===== src/rtl/multicycle_ctrl.sv =====
// Multicycle datapath controller: a FETCH/DECODE/execute sequencer with a
// memory handshake, a stall watchdog, a sticky fault and a retired-instruction count.
module multicycle_ctrl #(
  parameter int unsigned TIMEOUT = 15
) (
  input  logic        clk,
  input  logic        rst_n,
  input  logic [5:0]  opcode,
  input  logic [5:0]  funct,
  input  logic        zero,
  input  logic        memReady,
  output logic        memRead,
  output logic        memWrite,
  output logic        iorD,
  output logic        irWrite,
  output logic        pcWrite,
  output logic        pcWriteCond,
  output logic        regWrite,
  output logic        regDst,
  output logic        memToReg,
  output logic        aluSrcA,
  output logic [1:0]  aluSrcB,
  output logic [1:0]  pcSource,
  output logic [3:0]  ALUCtrl,
  output logic [3:0]  state,
  output logic        fault,
  output logic [15:0] instrCount
);

  typedef enum logic [3:0] {
    FETCH  = 4'd0,
    DECODE = 4'd1,
    MEMADR = 4'd2,
    MEMRD  = 4'd3,
    MEMWB  = 4'd4,
    MEMWR  = 4'd5,
    EXEC   = 4'd6,
    RWB    = 4'd7,
    BRANCH = 4'd8,
    JUMP   = 4'd9,
    ADDIEX = 4'd10,
    ADDIWB = 4'd11,
    HALT   = 4'd12
  } state_t;

  localparam logic [3:0] ALU_ADD = 4'b0010;
  localparam logic [3:0] ALU_SUB = 4'b0110;

  state_t      state_q, state_d, dec_state;
  logic [7:0]  stall_q, stall_d;
  logic [15:0] count_q;
  logic        retire;
  logic        waiting;
  logic        timed_out;
  logic        zero_unused;

  // The zero flag gates the PC write in the datapath; the controller only
  // raises pcWriteCond, so the flag is not consumed here.
  assign zero_unused = zero;

  assign state      = state_q;
  assign instrCount = count_q;
  assign fault      = (state_q == HALT);

  // Next-state, output decode, stall tracking and retire detection.
  // While rst_n is low the outputs decode as FETCH with the write strobes masked.
  always_comb begin
    memRead     = 1'b0;
    memWrite    = 1'b0;
    iorD        = 1'b0;
    irWrite     = 1'b0;
    pcWrite     = 1'b0;
    pcWriteCond = 1'b0;
    regWrite    = 1'b0;
    regDst      = 1'b0;
    memToReg    = 1'b0;
    aluSrcA     = 1'b0;
    aluSrcB     = 2'b00;
    pcSource    = 2'b00;
    ALUCtrl     = 4'b0000;
    state_d     = state_q;
    retire      = 1'b0;
    waiting     = 1'b0;
    dec_state   = rst_n ? state_q : FETCH;
    timed_out   = (stall_q >= 8'(TIMEOUT - 1));

    case (dec_state)
      FETCH: begin
        memRead = 1'b1;
        aluSrcB = 2'b01;
        ALUCtrl = ALU_ADD;
        waiting = 1'b1;
        if (memReady) begin
          irWrite = rst_n;
          pcWrite = rst_n;
          state_d = DECODE;
        end else if (timed_out) begin
          state_d = HALT;
        end
      end
      DECODE: begin
        aluSrcB = 2'b10;
        ALUCtrl = ALU_ADD;
        case (opcode)
          6'b100011, 6'b101011: state_d = MEMADR;
          6'b000000:            state_d = EXEC;
          6'b001000:            state_d = ADDIEX;
          6'b000100:            state_d = BRANCH;
          6'b000010:            state_d = JUMP;
          default:              state_d = HALT;
        endcase
      end
      MEMADR: begin
        aluSrcA = 1'b1;
        aluSrcB = 2'b10;
        ALUCtrl = ALU_ADD;
        state_d = (opcode == 6'b100011) ? MEMRD : MEMWR;
      end
      MEMRD: begin
        memRead = 1'b1;
        iorD    = 1'b1;
        waiting = 1'b1;
        if (memReady)       state_d = MEMWB;
        else if (timed_out) state_d = HALT;
      end
      MEMWB: begin
        regWrite = 1'b1;
        memToReg = 1'b1;
        retire   = 1'b1;
        state_d  = FETCH;
      end
      MEMWR: begin
        memWrite = 1'b1;
        iorD     = 1'b1;
        waiting  = 1'b1;
        if (memReady) begin
          retire  = 1'b1;
          state_d = FETCH;
        end else if (timed_out) begin
          state_d = HALT;
        end
      end
      EXEC: begin
        aluSrcA = 1'b1;
        if (funct == 6'b100000) begin
          ALUCtrl = ALU_ADD;
          state_d = RWB;
        end else begin
          state_d = HALT;
        end
      end
      RWB: begin
        regWrite = 1'b1;
        regDst   = 1'b1;
        retire   = 1'b1;
        state_d  = FETCH;
      end
      ADDIEX: begin
        aluSrcA = 1'b1;
        aluSrcB = 2'b10;
        ALUCtrl = ALU_ADD;
        state_d = ADDIWB;
      end
      ADDIWB: begin
        regWrite = 1'b1;
        retire   = 1'b1;
        state_d  = FETCH;
      end
      BRANCH: begin
        aluSrcA     = 1'b1;
        ALUCtrl     = ALU_SUB;
        pcWriteCond = 1'b1;
        pcSource    = 2'b01;
        retire      = 1'b1;
        state_d     = FETCH;
      end
      JUMP: begin
        pcWrite  = 1'b1;
        pcSource = 2'b10;
        retire   = 1'b1;
        state_d  = FETCH;
      end
      HALT:    state_d = HALT;
      default: state_d = HALT;
    endcase

    // Counter is zero outside the wait states, so it is already clear on entry;
    // a completed transfer (memReady high) also clears it.
    stall_d = (waiting && !memReady) ? stall_q + 8'd1 : '0;
  end

  // State, stall counter and retired-instruction counter registers.
  always_ff @(posedge clk) begin
    if (!rst_n) begin
      state_q <= FETCH;
      stall_q <= '0;
      count_q <= '0;
    end else begin
      state_q <= state_d;
      stall_q <= stall_d;
      if (retire) count_q <= count_q + 16'd1;
    end
  end

endmodule

===== config.mk =====
export PLATFORM = sky130hd
export DESIGN_NAME = multicycle_ctrl
export DESIGN_NICKNAME = d
export VERILOG_FILES = /design/src/rtl/multicycle_ctrl.sv
export SDC_FILE = /design/constraint.sdc
export NUM_CORES = 1
export LEC_CHECK = 0
export CAP_MARGIN = 10
export CORE_ASPECT_RATIO = 1.2
export CORE_MARGIN = 3
export CORE_UTILIZATION = 30
export CTS_CLUSTER_DIAMETER = 200
export CTS_CLUSTER_SIZE = 24
export DETAILED_ROUTE_END_ITERATION = 12
export GPL_ROUTABILITY_DRIVEN = 0
export PLACE_DENSITY = 0.64
export SLEW_MARGIN = 20
export SYNTH_ARGS = -nofsm -noshare
export SYNTH_HDL_FRONTEND = slang
export SYNTH_SLANG_ARGS = --single-unit

===== constraint.sdc =====
create_clock -name clk -period 1.5 [get_ports clk]
set_input_delay 0.3 -clock clk [delete_from_list [all_inputs] [get_ports clk]]
set_output_delay 0.3 -clock clk [all_outputs]
set_load 0.02 [all_outputs]

Word level (Yosys, flattened, before mapping)
Cells that the tools add are included.
- $add $sub $neg: 2
- $lt $le $gt $ge: 1
- eq/ne operators: 18
- muxes and demuxes: 27
- reductions and logical operators: 14
- operator list (kind ; number):
    $pmux 4 s8 ; 1
    $mux 4 ; 6
    $eq 4x4->1 const B ; 5
    $pmux 4 s5 ; 1
    $eq 6x6->1 const B ; 3
    $add 16x1->16 const B ; 1
    $eq 4x3->1 const B ; 4
    $mux 1 ; 12
    $pmux 3 s3 ; 1
    $reduce_or 3->1 ; 3
    $add 8x1->8 const B ; 1
    $eq 4x2->1 const B ; 2
    $ge 8x4->1 const B ; 1
    $pmux 2 s2 ; 2
    $reduce_or 4->1 ; 2
    $eq 6x2->1 const B ; 1
    $eq 6x3->1 const B ; 1
    $eq 6x4->1 const B ; 1
    $logic_not 6->1 ; 1
    $reduce_or 2->1 ; 3
    $reduce_or 5->1 ; 1
    $eq 4x1->1 const B ; 1
    $logic_not 4->1 ; 1
    $pmux 1 s2 ; 2
    5 further kinds ; 5
- flip-flop bits (word level): 28
- output and inout port bits: 39

Depth between registers and ports, before layout
Gate-level depths: netlist of run 1.
- depth after elaboration: 6
- mapped depth: 7

Worst setup path after synthesis of run 1
Ideal clock, no wire load.
- path kind: register to output
- from: register state_q[3] (netlist: state[3])
- to: output pcWrite
- data arrival time: 2.117 ns
- required time: 1.200 ns
- setup slack: -0.917 ns
- cell stages (with the launch flop): 5
- path through: dfxtp_1 > buf_2 > o41ai_1 > and3_1 > or2_2
- word-level cells in the longest chain between the ends: 3
- RTL lines (item ; line ; RTL):
    from (decl) ; 49 ; state_t state_q, state_d, dec_state;
    from (signal assigned) ; 199 ; state_q <= state_d;
    $mux 4 * ; 84 ; dec_state = rst_n ? state_q : FETCH;
    $eq 4x4->1 / $logic_not 4->1 (equally long branches) ; 87 ; case (dec_state)
    $pmux 1 s2 * ; 87 ;
    to (decl) ; 16 ; output logic pcWrite,
Every way passes the cells marked *; elsewhere a longest branch is shown, timed or not.

Worst setup path in the final report of run 1
- from: input funct[3]
- to: output ALUCtrl[1]
- word-level cells in the longest chain between the ends: 3
- RTL lines (item ; line ; RTL):
    from (decl) ; 9 ; input logic [5:0] funct,
    $eq 6x6->1 ; 145 ; if (funct == 6'b100000) begin
    $mux 2 ; 145 ;
    $pmux 3 s3 ; 87 ;
    to (decl) ; 24 ; output logic [3:0] ALUCtrl,
Every way passes these cells.

==> metrics.txt, run 1 <==
first-pass GRT wire length=10300 µm; Simple-Gate Fraction of Synth Area=38.3%; Clock Path Buffers=2; Post-Synth XOR/XNOR Area=8.48%; Largest delay share family, worst path=simple AND/OR/NAND/NOR gates; final setup margin=-0.340 ns; largest fanout on the critical path=2; Min Hold Slack=0.494 ns; DR top layer=met4; Antenna Nets Post-Route=0; Synth warnings=0; sequential area share after synthesis=31.9%; CP Data Required Time=1.20 ns; Adder-Cell Fraction of Synth Area=2.14%; # rows=29; clock skew=0.0120 ns; status=finished with violations; Synth Register Bits=28; leak pwr=1.71 nW; placement-stage cell area=2910 µm²; worst hold path class=flop to flop; Post-Place Worst Slack=-1.12 ns; # setup viols final=46; Via density=5.13; syn_area_per_cell=7.84 µm²; multiplexer share of the synthesized area=2.28%; Ports=55; share of flip-flops with an asynchronous set or reset=0%; Crit Path Class=input port to output port; Port Buffers=51; Post-Syn Area=1760 µm²; RSZ-0062 raised after global routing=true; main combinational cell family by area after synthesis=simple AND/OR/NAND/NOR gates; Reg clk slew, reported paths=0.10 ns; clk sinks=28; Synth Area in Compound Gates=12.1%; Die ar.=6810 µm²; drt total wl=6820 µm; layout cell share with drive strength beyond 1=55.1%; VDD IR-drop max=585 µV; post-layout power=2.33 mW; # diodes=0; Slew Limit Fails=0; Post-DP HPWL=4260 µm; Main synth FF type=dfxtp_1; Most common cell on crit path=buf_6; failing checks=negative setup slack; core area=5480 µm²; Initial DRT Pass Iterations=4; area grow syn2layout=112%; met2 wire length=3860 µm; hold buffer count at CTS=0; WL/cell=15.8 µm; Num CTS Buffers=3; pin count of the biggest net entering global routing=18; H-tree lvl count=1; commonest non-fill, non-tap cells in the layout=buf_4, buf_6, dfxtp_1; Root Buffer=clkbuf_8; DR WL met3=284 µm; Initial Utilization=32.1%; Yosys cell types=49; Mapped Cells=224; r2r startpoint=state[1]; Crit path buffers/inverters=2; GRT Total Usage=18.6%; clock latency at the later pin of the worst-skew pair=0.28 ns; FMAX=544 MHz; die height=89.8 µm; Final Instance Area=3720 µm²; fin crit share=123%; via count=2212; crit path DAT=1.54 ns; Max Cap Violations=0; Setup TNS Final=-7.71 ns; grt ovf=0; CP max-delay cell=or4b_4; NumNets Final=374; Die X=75.9 µm; EDFF count, synth=0; DRC Markers=0; commonest non-fill, non-tap cell in the layout=buf_4; Startpoint Class=input port; crit end category=output port; vias in the first global route=2116; worst stage delay on the critical path=0.55 ns; pwr/cell area=626 nW/µm²; drt first-iter violations=78; hold path start=instrCount[10]; fin crit period=1.84 ns; initial antenna violation count=0; worst path cell trace=buf_6 > or4b_4 > nor3_4 > a21oi_2 > o221ai_4 > buf_6; final hold violations=0; wl on met1=2610 µm; CTS tree=built; worst setup path start=funct[3]
-- Yosys cell counts, types with 4 or more instances --
cell      count  share of area [%]
and2_1       12                4.3
and3_1        4                1.4
buf_2         4                1.1
clkbuf_1      5                1.1
dfxtp_1      28                 32
mux2i_1       4                2.3
nand2_1      27                5.8
nand2b_1      6                2.1
nand3_1       6                1.7
nand4_1       5                1.8
nor2_1       19                4.1
nor3_1       16                4.6
nor4_1        8                2.8
o21ai_0       9                2.6
or3_1         4                1.4
xor2_1       14                7.0
-- state kept, by name, summed over array words and instances, names as in the netlist --
name	count
instrCount	16
stall_q	8
state	4
-- worst register-to-register path: cells and delay by family, from the launching register on --
family / cells / cell delay (ns)
simple gates: 3 / 0.60
flops: 1 / 0.38
buf+inv: 2 / 0.35
compound gates: 1 / 0.21
xor+xnor: 1 / 0.15
-- power by group --
group          internal [mW]  total (mW)  switching, mW
Combinational          0.486       0.940          0.453
Sequential             0.760       0.792         0.0313
Clock                  0.357       0.597          0.239
Total                   1.60        2.33          0.724
-- what timing repair did --
item,in CTS,in global routing
setup endpoints to repair,65,48
setup buffers,11,18
pin swaps,34,45
cloned,2,0
gates resized for setup,221,53
endpoints found under the hold margin,0,0
-- path summary, 6_finish.rpt --
check,to,slack [ns],cells after the start
max,ALUCtrl[1],-0.34,6
min,instrCount[10],0.49,2
max reg2reg,instrCount[13],-0.29,7
min reg2reg,instrCount[10],0.49,2
-- cells by family after synthesis --
family          after synthesis
mux                           4
simple gates                124
xor+xnor                     17
compound gates               31
other cells                   1
flops                        28
buf+inv                      16
fa+ha+maj                     3
-- routing by layer --
metal	global-route usage, %	vias to the layer above
li1	-	1072
met1	22.7	1066
met2	33.9	68
met3	2.57	6
met4	2.92	0
met5	0	-
-- stage by stage --
stage                     instances  util, %
after detailed placement        400     53.0
final                           431     67.9
after global routing            431     67.9
after global placement          400     53.0
after floorplan                 225        -
after CTS                       417     63.4
-- final cells by class --
type,instances,area [µm²]
multi-input combinational,181,1660
sequential,28,577
timing repair buffer,138,1300
clock buffer,3,41.3
inverter,3,13.8
tap,77,96.3
fill,400,1760
clock inverter,1,30.0
(Power assumes the default switching activity.)
==> run 2, diff against run 1 <==
--- a/config.mk
+++ b/config.mk
@@ -13,7 +13,7 @@
 export CTS_CLUSTER_SIZE = 24
 export DETAILED_ROUTE_END_ITERATION = 12
 export GPL_ROUTABILITY_DRIVEN = 0
-export PLACE_DENSITY = 0.64
+export PLACE_DENSITY = 0.62
 export SLEW_MARGIN = 20
 export SYNTH_ARGS = -nofsm -noshare
 export SYNTH_HDL_FRONTEND = slang
==> constraint.sdc (replaced) <==
create_clock -name clk -period 1.9 [get_ports clk]
set_input_delay 0.38 -clock clk [delete_from_list [all_inputs] [get_ports clk]]
set_output_delay 0.38 -clock clk [all_outputs]
set_load 0.02 [all_outputs]
==> run 2 against run 1 <==
Effect of this change: the run still ends with negative setup slack left; worst setup slack better by 0.28 ns; flip-flop and latch count did not move; cell area decreased by 27%; die area stayed put; worst hold slack got worse by 0.0078 ns; wire length is 28% lower; critical path depth unchanged; clock-buffer cell count unchanged; largest power group is now registers; clock power shrank 21%; cell count is 11% lower; highest routed layer unchanged; critical path type unchanged.
==> metrics.txt, run 2 (synthesized netlist as in run 1, its figures left out) <==
max reg flops=16 (unchanged); Clock Path Buffers=2 (unchanged); # diodes=0 (unchanged); Root Buffer=clkbuf_8 (unchanged); hold buffer count at CTS=0 (unchanged); commonest non-fill, non-tap cell in the layout=buf_4 (unchanged); vias in the first global route=1738 (was 2116); drt total wl=4880 µm (was 6820 µm); H-tree lvl count=1 (unchanged); status=finished with violations (unchanged); # rows=29 (unchanged); Via density=4.92 (was 5.13); Port Buffers=51 (unchanged); failing checks=negative setup slack (unchanged); Register Area=573 µm² (was 577 µm²); grt ovf=0 (unchanged); initial antenna violation count=0 (unchanged); final setup margin=-0.0595 ns (was -0.340 ns); fin crit share=103%; pin count of the biggest net entering global routing=26 (was 18); crit end category=output port (unchanged); VDD IR-drop max=438 µV (was 585 µV); drt first-iter violations=50 (was 78); layout cell share with drive strength beyond 1=30.5% (was 55.1%); post-layout power=1.51 mW (was 2.33 mW); commonest non-fill, non-tap cells in the layout=buf_4, clkdlybuf4s50_1, nand2_1 (was buf_4, buf_6, dfxtp_1); Multi-input gate area=1210 µm² (was 1660 µm²); first-pass GRT wire length=7940 µm (was 10300 µm); Ports=55 (unchanged); CP Data Required Time=1.52 ns (was 1.20 ns); # setup viols final=1 (was 46); NumNets Final=328 (was 374); worst hold path class=flop to flop (unchanged); Num CTS Buffers=3 (unchanged); Die X=75.9 µm (unchanged); Slew Limit Fails=0 (unchanged); via count=1894 (was 2212); final hold violations=0 (unchanged); clock skew=0.00838 ns (was 0.0120 ns); area grow syn2layout=55.1% (was 112%); FMAX=510 MHz; Crit Path Class=input port to output port (unchanged); setup bufs post-CTS=0 (was 11); GRT Total Usage=14.3% (was 18.6%); Max Cap Violations=0 (unchanged); clk sinks=28 (unchanged); # fillers=546 (was 400); largest fanout on the critical path=2 (unchanged); pwr/cell area=555 nW/µm² (was 626 nW/µm²); Reg clk slew, reported paths=0.09 ns (was 0.10 ns); CTS tree=built (unchanged); core area=5480 µm² (unchanged); leak pwr=1.14 nW (was 1.71 nW); WL/cell=12.7 µm (was 15.8 µm); DRC Markers=0 (unchanged); Startpoint Class=input port (unchanged); crit path DAT=1.58 ns (was 1.54 ns); Post-Place Worst Slack=-0.919 ns (was -1.12 ns); Post-DP HPWL=3780 µm (was 4260 µm); Die ar.=6810 µm² (unchanged); fin crit period=1.96 ns; Antenna Nets Post-Route=0 (unchanged); Initial Utilization=32.1% (unchanged); clock latency at the later pin of the worst-skew pair=0.28 ns (about the same); RSZ-0062 raised after global routing=true (unchanged); Initial DRT Pass Iterations=4 (unchanged); die height=89.8 µm (unchanged)
## run 2: worst paths after layout
path,startpoint,endpoint,slack [ns],cells past startpoint
setup / recovery,funct[4],ALUCtrl[1],-0.06,6
hold / removal,stall_q[0],stall_q[0],0.49,1
setup reg to reg,state[1],instrCount[0],0.14,8
hold reg to reg,stall_q[0],stall_q[0],0.49,1
## run 2: area by class of cell
type,count,area share [%]
well taps,77,3.54
multi-input cells,181,44.6
clock buffers,3,1.52
flip-flops and latches,28,21.0
clock inverters,1,1.10
inverters,3,0.413
repair buffers,92,27.8
## run 2: timing repair
item                       CTS  global route
setup endpoints to repair   33            28
pin swaps                    5             6
hold endpoints to repair     0             0
resized for setup           79            32
## run 2: worst max-delay path, cell delays in order
cell	delay, ns
buf_6	0.09
or4b_4	0.54
nor3_4	0.15
a21oi_2	0.07
o221ai_1	0.18
buf_4	0.18
## run 2: where the power goes
part,internal (mW),switching [mW]
logic,0.204,0.210
clock network,0.282,0.186
registers,0.601,0.0276
## run 2: per-stage QoR
stage	instance area, µm²	hold slack, ns	util (%)	cells	TNS, ns
CTS	2710	0.490	49.4	385	-0.124
global route	2720	0.533	49.7	385	-0.144
floorplan	1790	0.441	-	225	-0.825
global placement	2640	0.465	48.1	381	-16.72
detailed placement	2640	0.468	48.1	381	-16.95
finish	2720	0.486	49.7	385	-0.0595
## run 2: layer usage
layer	global-route usage, %	vias to the layer above	wire length [µm]
li1	-	961	-
met1	18.8	865	2140
met2	23.5	62	2440
met3	2.90	6	254
met4	2.92	0	40
met5	0	-	0
==> run 3, diff against run 2 <==
--- a/config.mk
+++ b/config.mk
@@ -12,8 +12,10 @@
 export CTS_CLUSTER_DIAMETER = 200
 export CTS_CLUSTER_SIZE = 24
 export DETAILED_ROUTE_END_ITERATION = 12
+export DONT_BUFFER_PORTS = 1
 export GPL_ROUTABILITY_DRIVEN = 0
-export PLACE_DENSITY = 0.62
+export PLACE_DENSITY = 0.5
+export RECOVER_POWER = 25
 export SLEW_MARGIN = 20
 export SYNTH_ARGS = -nofsm -noshare
 export SYNTH_HDL_FRONTEND = slang
==> run 3 against run 2 <==
Effect of this change: via count shrank 8.3%; the run now ends clean; wire length fell by 2.7%; largest power group unchanged; largest cell class unchanged; flip-flop and latch count unchanged.
==> metrics.txt, run 3 (synthesized netlist as in run 1, its figures left out) <==
status=completed (was finished with violations); Max Cap Violations=0 (unchanged); Final Instance Area=2330 µm² (was 2720 µm²); fin cells=342 (was 385); Slew Limit Fails=0 (unchanged); drt total wl=4750 µm (was 4880 µm); Die X=75.9 µm (unchanged); RSZ-0062 raised after global routing=true (unchanged); # setup viols final=0 (was 1); Via density=5.08 (was 4.92); NumNets Final=285 (was 328); core area=5480 µm² (unchanged); placement-stage cell area=2160 µm² (was 2640 µm²); CTS tree=built (unchanged); Num CTS Buffers=3 (unchanged); Reg clk slew, reported paths=0.10 ns (was 0.09 ns); H-tree lvl count=1 (unchanged); Crit Path Class=flop to output port (was input port to output port); Die ar.=6810 µm² (unchanged); max reg flops=16 (unchanged); r2r setup slk=0.19 ns (was 0.14 ns); Startpoint Class=flop (was input port); Register Area=576 µm² (was 573 µm²); Multi-input gate area=1240 µm² (was 1210 µm²); clk sinks=28 (unchanged); Initial DRT Pass Iterations=4 (unchanged); # diodes=0 (unchanged); FMAX=530 MHz (was 510 MHz); commonest non-fill, non-tap cells in the layout=buf_4, nand2_1, dfxtp_1 (was buf_4, clkdlybuf4s50_1, nand2_1); initial antenna violation count=0 (unchanged); # fillers=564 (was 546); DRC Markers=0 (unchanged); largest fanout on the critical path=7 (was 2); commonest non-fill, non-tap cell in the layout=buf_4 (unchanged); Post-Place Worst Slack=-0.0522 ns (was -0.919 ns); CP Data Required Time=1.52 ns (about the same); pin count of the biggest net entering global routing=36 (was 26); grt ovf=0 (unchanged); crit path DAT=1.51 ns (was 1.58 ns); Root Buffer=clkbuf_8 (unchanged); via count=1737 (was 1894); leak pwr=0.940 nW (was 1.14 nW); Clock Path Buffers=2 (unchanged); drt first-iter violations=82 (was 50); Placed Cells incl. Taps=334 (was 381); vias in the first global route=1716 (was 1738); area grow syn2layout=32.8% (was 55.1%); fin crit period=1.89 ns (was 1.96 ns); Initial Utilization=32.1% (unchanged); fin crit share=99.2% (was 103%); first-pass GRT wire length=7780 µm (was 7940 µm); final setup margin=0.0144 ns (was -0.0595 ns); clock latency at the later pin of the worst-skew pair=0.28 ns (about the same); die height=89.8 µm (unchanged); # rows=29 (unchanged); Antenna Nets Post-Route=0 (unchanged); GRT Total Usage=14.2% (was 14.3%); VDD IR-drop max=340 µV (was 438 µV); pwr/cell area=609 nW/µm² (was 555 nW/µm²); Ports=55 (unchanged); layout cell share with drive strength beyond 1=27.5% (was 30.5%); final hold violations=0 (unchanged); Port Buffers=0 (was 51); clock skew=0.00460 ns (was 0.00838 ns); Post-DP HPWL=3570 µm (was 3780 µm); worst hold path class=input port to flop (was flop to flop); WL/cell=13.9 µm (was 12.7 µm); crit end category=output port (unchanged); hold buffer count at CTS=0 (unchanged)
## run 3: changes by cell type in the layout (fill, tap and decap cells not counted), moves of 2 or more
cell	change
buf_2	-7
buf_6	-5
clkbuf_1	+9
clkbuf_2	-7
clkdlybuf4s15_2	-2
clkdlybuf4s50_1	-27
dlygate4sd2_1	-2
nor4_4	+2
## run 3: worst paths after layout
| kind | startpoint | end | cells after the start |
|---|---|---|---|
| worst max-delay path | state[1] | pcWrite | 4 |
| worst min-delay path | rst_n | instrCount[9] | 1 |
| worst max register to register | state[1] | instrCount[15] | 7 |
| worst min register to register | stall_q[0] | stall_q[0] | 1 |
## run 3: final cells by class
class	instances	share of cell area (%)
inverters	3	0.483
multi-input cells	181	53.3
clock inverters	1	1.29
flip-flops and latches	28	24.7
clock buffers	3	1.77
well taps	77	4.13
repair buffers	49	14.4
## run 3: critical path, stage by stage, from the launching register on
cell     delay (ns)
dfxtp_4        0.38
buf_6          0.12
o41ai_4        0.33
and3_4         0.25
or2_4          0.15
## run 3: layer usage
| metal | track usage (%) | share of wire, % | routed length [µm] | up-vias |
|---|---|---|---|---|
| met2 | 26.1 | 53 | 2510 | 40 |
| met4 | 3.50 | 0.99 | 47 | 0 |
| met5 | 0 | 0 | 0 | - |
| met1 | 15.0 | 40 | 1890 | 816 |
| li1 | - | - | - | 879 |
| met3 | 4.24 | 6.3 | 301 | 2 |
## run 3: repair_timing
action | 4_1_cts | 5_1_grt
gates resized for setup | 13 | 13
pin swaps | 0 | 4
endpoints found under the setup margin | 10 | 9
setup buffers | 0 | 4
## run 3: metrics by stage
stage,setup TNS (ns),total power [mW],hold WS [ns],utilization [%]
after floorplan,-0.825,0.843,0.441,-
after global placement,-0.0297,0.920,0.466,39.3
after detailed placement,-0.0522,0.922,0.476,39.3
after CTS,-0.00562,1.42,0.211,41.6
after global routing,-0.139,1.49,0.204,42.6
final,0,1.42,0.223,42.6
## run 3: where the power goes
| part | internal [mW] | leakage [nW] | switching [mW] |
|---|---|---|---|
| Sequential | 0.600 | 0.229 | 0.0213 |
| Combinational | 0.137 | 0.675 | 0.185 |
| Clock | 0.282 | 0.0357 | 0.197 |
